`src/rtl/xgmii_rx_measure_pkg.sv`:
```
// rtl/xgmii_rx_measure_pkg.sv - XGMII control characters, receiver states and probe layout
// Shared with the probe transmitter so both sides agree on framing and probe offsets.
`ifndef MAGIC_CODE
`define MAGIC_CODE 32'hC0DE_CAFE
`endif

package xgmii_rx_measure_pkg;

    localparam logic [7:0] XGMII_IDLE  = 8'h07;
    localparam logic [7:0] XGMII_START = 8'hFB;
    localparam logic [7:0] XGMII_TERM  = 8'hFD;
    localparam logic [7:0] XGMII_ERR   = 8'hFE;

    // Word indices count from the start word (index 0).
    localparam logic [15:0] PROBE_MAGIC_WORD = 16'd6;
    localparam int unsigned PROBE_MAGIC_LANE = 2;
    localparam int unsigned PROBE_TS_HI_LANE = 6;
    localparam logic [15:0] PROBE_TS_LO_WORD = 16'd7;
    localparam int unsigned PROBE_TS_LO_LANE = 0;

    localparam logic [31:0] MIN_FRAME_BYTES = 32'd64;

    typedef enum logic [1:0] {
        ST_IDLE  = 2'd0,
        ST_FRAME = 2'd1,
        ST_DROP  = 2'd2
    } rx_state_e;

    function automatic logic [7:0] lane_byte(input logic [63:0] d, input int unsigned k);
        return d[8*k +: 8];
    endfunction

    function automatic logic [31:0] sat_add32(input logic [31:0] a, input logic [31:0] b);
        logic [32:0] s;
        s = {1'b0, a} + {1'b0, b};
        return s[32] ? 32'hFFFF_FFFF : s[31:0];
    endfunction

endpackage

```
`src/rtl/xgmii_rx_measure_term_detect.sv`:
```
// rtl/xgmii_rx_measure_term_detect.sv - combinational terminate/error character finder
// Reports the lowest lane carrying a control FD and whether any lane carries a control FE.
module xgmii_term_detect
    import xgmii_rx_measure_pkg::*;
(
    input  logic [63:0] rxd,
    input  logic [7:0]  rxc,
    output logic        term_valid,
    output logic [2:0]  term_lane,
    output logic        err_valid
);

    always_comb begin
        term_valid = 1'b0;
        term_lane  = 3'd0;
        err_valid  = 1'b0;
        // Walk downwards so the lowest matching lane is the one left standing.
        for (int k = 7; k >= 0; k--) begin
            if (rxc[k] && (rxd[8*k +: 8] == XGMII_TERM)) begin
                term_valid = 1'b1;
                term_lane  = 3'(k);
            end
        end
        for (int k = 0; k < 8; k++) begin
            if (rxc[k] && (rxd[8*k +: 8] == XGMII_ERR)) begin
                err_valid = 1'b1;
            end
        end
    end

endmodule

```
`src/rtl/xgmii_rx_measure.sv`:
```
// rtl/xgmii_rx_measure.sv - XGMII receive frame/byte rate, probe latency and error counters
// Frames are tracked word by word; all results register one cycle after the terminate word.
module xgmii_rx_measure
    import xgmii_rx_measure_pkg::*;
#(
    parameter logic [31:0] MAGIC_CODE = `MAGIC_CODE,
    parameter logic [15:0] MAX_WORDS  = 16'd1200
) (
    input  logic        sys_clk,
    input  logic        sys_rst_n,
    input  logic [63:0] xgmii_rxd,
    input  logic [7:0]  xgmii_rxc,
    input  logic        sec_oneshot,
    input  logic [31:0] global_counter,
    output logic [31:0] rx_pps,
    output logic [31:0] rx_throughput,
    output logic [23:0] rx_latency,
    output logic [31:0] rx_probe_cnt,
    output logic [15:0] rx_err_cnt
);

    rx_state_e   state_q, state_d;
    logic [15:0] idx_q, idx_d;
    logic [31:0] magic_q, magic_d;
    logic [31:0] ts_q, ts_d;

    logic [31:0] win_pps_q, win_pps_d;
    logic [31:0] win_bytes_q, win_bytes_d;
    logic [31:0] pps_q, tput_q, probe_q;
    logic [23:0] lat_q;
    logic [15:0] err_q;

    logic        term_valid, err_valid;
    logic [2:0]  term_lane;
    logic        start_word, drop_exit;
    logic [15:0] cur_idx, idx_m1;
    logic [31:0] frame_bytes, lat_diff;
    logic [23:0] lat_sat;
    logic        good_now, abort_now, probe_now;

    xgmii_term_detect u_term_detect (
        .rxd        (xgmii_rxd),
        .rxc        (xgmii_rxc),
        .term_valid (term_valid),
        .term_lane  (term_lane),
        .err_valid  (err_valid)
    );

    assign start_word  = xgmii_rxc[0] && (xgmii_rxd[7:0] == XGMII_START);
    assign drop_exit   = (&xgmii_rxc) && (xgmii_rxd[7:0] != XGMII_START);
    assign cur_idx     = (idx_q == 16'hFFFF) ? idx_q : idx_q + 16'd1;
    assign idx_m1      = cur_idx - 16'd1;
    assign frame_bytes = {13'd0, idx_m1, 3'd0} + {29'd0, term_lane};

    // Timestamp difference is modulo 2^32 so counter wrap between tx and rx is harmless.
    assign lat_diff  = global_counter - ts_q;
    assign lat_sat   = (lat_diff[31:24] != 8'd0) ? 24'hFF_FFFF : lat_diff[23:0];
    assign probe_now = good_now && (magic_q == MAGIC_CODE);

    assign win_pps_d   = sat_add32(win_pps_q, {31'd0, good_now});
    assign win_bytes_d = sat_add32(win_bytes_q, good_now ? frame_bytes : 32'd0);

    always_comb begin
        state_d   = state_q;
        idx_d     = idx_q;
        magic_d   = magic_q;
        ts_d      = ts_q;
        good_now  = 1'b0;
        abort_now = 1'b0;
        case (state_q)
            ST_IDLE: begin
                if (start_word) begin
                    state_d = ST_FRAME;
                    idx_d   = 16'd0;
                end
            end
            ST_FRAME: begin
                idx_d = cur_idx;
                if (err_valid) begin
                    state_d   = ST_DROP;
                    abort_now = 1'b1;
                end else if (start_word) begin
                    // Abort the old frame and treat this word as the start of the next.
                    state_d   = ST_FRAME;
                    idx_d     = 16'd0;
                    abort_now = 1'b1;
                end else if (cur_idx > MAX_WORDS) begin
                    state_d   = ST_DROP;
                    abort_now = 1'b1;
                end else if (term_valid) begin
                    state_d = ST_IDLE;
                    if (frame_bytes >= MIN_FRAME_BYTES) begin
                        good_now = 1'b1;
                    end else begin
                        abort_now = 1'b1;
                    end
                end else begin
                    if (cur_idx == PROBE_MAGIC_WORD) begin
                        magic_d = {lane_byte(xgmii_rxd, PROBE_MAGIC_LANE),
                                   lane_byte(xgmii_rxd, PROBE_MAGIC_LANE + 1),
                                   lane_byte(xgmii_rxd, PROBE_MAGIC_LANE + 2),
                                   lane_byte(xgmii_rxd, PROBE_MAGIC_LANE + 3)};
                        ts_d[31:16] = {lane_byte(xgmii_rxd, PROBE_TS_HI_LANE),
                                       lane_byte(xgmii_rxd, PROBE_TS_HI_LANE + 1)};
                    end
                    if (cur_idx == PROBE_TS_LO_WORD) begin
                        ts_d[15:0] = {lane_byte(xgmii_rxd, PROBE_TS_LO_LANE),
                                      lane_byte(xgmii_rxd, PROBE_TS_LO_LANE + 1)};
                    end
                end
            end
            ST_DROP: begin
                if (start_word) begin
                    state_d = ST_FRAME;
                    idx_d   = 16'd0;
                end else if (drop_exit) begin
                    state_d = ST_IDLE;
                end
            end
            default: begin
                state_d = ST_IDLE;
            end
        endcase
    end

    always_ff @(posedge sys_clk) begin
        if (!sys_rst_n) begin
            state_q <= ST_IDLE;
            idx_q   <= 16'd0;
            magic_q <= 32'd0;
            ts_q    <= 32'd0;
        end else begin
            state_q <= state_d;
            idx_q   <= idx_d;
            magic_q <= magic_d;
            ts_q    <= ts_d;
        end
    end

    always_ff @(posedge sys_clk) begin
        if (!sys_rst_n) begin
            win_pps_q   <= 32'd0;
            win_bytes_q <= 32'd0;
            pps_q       <= 32'd0;
            tput_q      <= 32'd0;
            probe_q     <= 32'd0;
            lat_q       <= 24'd0;
            err_q       <= 16'd0;
        end else begin
            if (abort_now && (err_q != 16'hFFFF)) begin
                err_q <= err_q + 16'd1;
            end
            if (probe_now) begin
                probe_q <= probe_q + 32'd1;
                lat_q   <= lat_sat;
            end
            // A frame ending on the window edge belongs to the window being closed.
            if (sec_oneshot) begin
                pps_q       <= win_pps_d;
                tput_q      <= win_bytes_d;
                win_pps_q   <= 32'd0;
                win_bytes_q <= 32'd0;
            end else begin
                win_pps_q   <= win_pps_d;
                win_bytes_q <= win_bytes_d;
            end
        end
    end

    assign rx_pps        = pps_q;
    assign rx_throughput = tput_q;
    assign rx_latency    = lat_q;
    assign rx_probe_cnt  = probe_q;
    assign rx_err_cnt    = err_q;

endmodule

```
`config.mk`:
```
export PLATFORM = sky130hd
export DESIGN_NAME = xgmii_rx_measure
export DESIGN_NICKNAME = d
export VERILOG_FILES = /design/src/rtl/xgmii_rx_measure_pkg.sv /design/src/rtl/xgmii_rx_measure_term_detect.sv /design/src/rtl/xgmii_rx_measure.sv
export SDC_FILE = /design/constraint.sdc
export NUM_CORES = 1
export LEC_CHECK = 0
export ABC_AREA = 1
export CAP_MARGIN = 30
export CORE_ASPECT_RATIO = 0.8
export CORE_MARGIN = 10
export CORE_UTILIZATION = 50
export DETAILED_ROUTE_END_ITERATION = 12
export GPL_ROUTABILITY_DRIVEN = 0
export PLACE_DENSITY = 0.8
export SYNTH_ARGS = -nofsm -noshare
export SYNTH_HDL_FRONTEND = slang
export SYNTH_SLANG_ARGS = --single-unit
```
`constraint.sdc`:
```
create_clock -name sys_clk -period 5.6 [get_ports sys_clk]
set_clock_uncertainty 0.15 [all_clocks]
set_input_delay 1.68 -clock sys_clk [delete_from_list [all_inputs] [get_ports sys_clk]]
set_output_delay 1.68 -clock sys_clk [all_outputs]
set_load 0.02 [all_outputs]
```
==> metrics.md <==
| Metric | Value |
|---|---|
| Antenna violations before repair | 1 |
| LEAKAGE | 0.008521 uW |
| Synth cell count leaders | nand2_1 (605), dfxtp_1 (282), nor2_1 (266), inv_1 (248), a21oi_1 (194) |
| Final Hold Fails | 0 |
| FMAX | 184.9 MHz |
| Final Cycle Share | 0.9660 |
| Vias in the first global route | between 15,000 and 20,000 |
| Final setup vio count | 0 |
| Die extent in x | 218.4 um |
| Total of max-cap violations | 0 |
| CTS tree | yes |
| Yosys warning count | 0 |
| Final Cell Area | 0.02067 mm^2 |
| Final HPWL DP | 38,020 um |
| Global route overflow | 0 |
| Mapped Nets | 2,490 |
| WL final | between 40,000 and 50,000 um |
| Seq/Total Area, Yosys | 0.3585 |
| Setup Total Neg Slack | 0 ps |
| Core box area | 0.03128 mm^2 |
| Final nets | roughly 2,800 |
| Clock tree buffer depth | 3 |
| Post-Place Cells | around 3,100 |
| Vias per cell | between 5 and 6 |
| Headroom to the max-slew limit | 0.3985 |
| Predominant post-synthesis flop cell | dfxtp_1 |
| Hold_buf cts | 0 |
| Synth top area cells | dfxtp_1 (36%), nand2_1 (14%), nor2_1 (6.3%) |
| Fin. max-slew vios | 0 |
| Endpoint type of the worst setup path | flop |
| Status | finished, final reports clean |
| Pre-Repair DR Iteration Count | 5 |
| Clock Latency Late Sink | 570 ps |
| Final critical-path required period | 5410 ps |
| Antenna Violating Nets Remaining | 0 |
| Worst VDD drop | 0.2313 mV |
| Worst Tran Pin Value | about 900 ps |
| Via count | 16,910 |
| Syn_area_per_cell | 6.776 um^2 |
| DP Area | 0.01952 mm^2 |
| Post-synth EDFFs | 0 |
| Post-synth ARST share | 0 |
| Worst hold slack | 304.1 ps |
| Critical Path Source Type | primary input |
| CP max FO | 7 |
| Worst Path Arrival | 5720 ps |
| Top-count cell post-synth | nand2_1 |
| Clk root buf | clkbuf_16 |
| Num rows | 58 |
| Crit path kind | primary input to flop |
| Total power density per cell area | 217.0 mW/mm^2 |
| Share of cells above drive strength 1 | 0.1098 |
| First-pass GRT wire length | 78,910 um |
| Hold Path Class | flop to flop |
| Largest net degree at the start of global routing | 92 |
| WL per Instance | 15.95 um |
| Setup slack, reg-to-reg | 280 ps |
| Syn Inst Count | 2,324 |
| CTS buffer count | 30 |
| Buffers on Ports | approximately 240 |
| Synth-to-Final Area Change | 31.26% |
| Die height | 178.7 um |
| Synth area leader | dfxtp_1 |
| FILL cells | around 2,600 |
| Yosys reg bits | 282 |
| Starting Density | 0.5034 |
| Non-Filler Instances | between 3,000 and 4,000 |
| Post-route DRC | 0 |
| Post-Syn Area | around 0.016 mm^2 |
| Iter 0 DRT Violations | ~1,500 |
| Gr usage total | 0.2420 |
| CTS sink count | 282 |
| Req. time, crit path | 5910 ps |
| IO Count | 243 |
| Count of different cell masters after synthesis | between 50 and 60 |
| H-tree depth | 1 |
| DIE AREA | 0.03904 mm^2 |
| Synth top area share | 0.3585 |
| Clock slew at reported path FFs | ~70 ps |
## path summary, 6_finish.rpt
check,start,to,cells after the start
max,xgmii_rxd[5],rx_throughput[30],28
min,rx_pps[19],rx_pps[19],2
max reg2reg,idx_q[0],rx_throughput[30],32
min reg2reg,rx_pps[19],rx_pps[19],2
## final cells by class
type                            instances  area, um^2  share of cell area
Multi-Input combinational cell       1709        8831              0.4273
Sequential cell                       282        5645              0.2731
Timing Repair Buffer                  397        3646              0.1764
Inverter                              261       980.9             0.04746
Clock buffer                           44       894.6             0.04328
Tap cell                              420       525.5             0.02543
Clock inverter                         11       142.6            0.006901
Antenna cell                            1       2.502           0.0001211
## cell families after synthesis
| family | Yosys count | share of synthesized area |
|---|---|---|
| buffers and inverters | 333 | 0.08590 |
| adders and majority gates | 59 | 0.04783 |
| AOI/OAI and AO/OA | 389 | 0.1356 |
| and+or+nand+nor | 1184 | 0.3293 |
| DFF | 282 | 0.3585 |
| xor gates and xnor gates | 77 | 0.04283 |
## flip-flops by register name, summed over array words and instances, names as in the netlist
name           cells
magic_q           32
rx_err_cnt        16
win_bytes_q       32
rx_throughput     32
ts_q              32
win_pps_q         32
rx_probe_cnt      32
rx_latency        24
idx_q             16
rx_pps            32
state_q            2
## per-stage QoR
step                utilization  worst slack (ps)  total power [uW]
detailed placement       0.6241            -527.4              2438
global route             0.6608            -59.10              4620
global placement         0.6233            -409.6              2430
CTS                      0.6573             39.66              4506
floorplan                     -             77.45              2257
finish                   0.6608             190.3              4484
## power by group
| group | switching [uW] | internal (uW) |
|---|---|---|
| combinational | 224 | 170 |
| clock | 834 | 1240 |
| sequential | 4.37 | 2010 |
| total | 1060 | 3420 |
## critical path: stages
cell             delay [ps]
clkdlybuf4s50_1         490
nand4_1                 180
buf_4                   190
o31ai_2                 180
inv_1                    60
nand4_1                  80
inv_1                    60
nand2_1                  70
nor2_2                   40
nand2_2                 110
nor2_8                   50
nand3_4                 170
nor2_1                   90
ha_1                    210
fa_2                    360
nand3_1                  90
nand3_1                 120
a21oi_2                 210
o21ai_2                  90
a21oi_2                 220
inv_1                    90
a21oi_2                 190
buf_4                   150
nor2_1                   50
nand3_1                  80
nor2_1                   40
nand3b_1                160
a22o_1                  190
## metal layers
metal	up-vias	wire, um	GRT usage
met5	-	0	0
met4	0	1260	0.06642
met3	85	4607	0.05261
met2	702	22410	0.3898
met1	7802	21570	0.3208
li1	8319	-	-
## repair_timing
action / 4_1_cts / 5_1_grt
resized for setup: 0 / 24
buffers inserted: 0 / 1
setup endpoints to repair: 0 / 73
## cells in the final DEF, fill, tap and decap left out, drive strengths merged, types with 2 or more instances in the layout
cell type and n:
nor3 69, or4 2, nand3b 4, a41oi 4, or2 16, a21boi 4
bufinv 3, a21oi 194, clkdlybuf4s50 241, xor2 45, fa 2, xnor2 32
clkbuf 44, o21bai 7, a22o 23, clkinvlp 2, ha 57, a31oi 10
o21ai 129, nor4 21, clkinv 8, o211ai 2, inv 259, nand2 617
o31ai 2, nand4 63, buf 156, o21a 3, a21o 8, dfxtp 282
nand3 102, nor2 287
No activity file was read; power rests on OpenSTA's default activity.
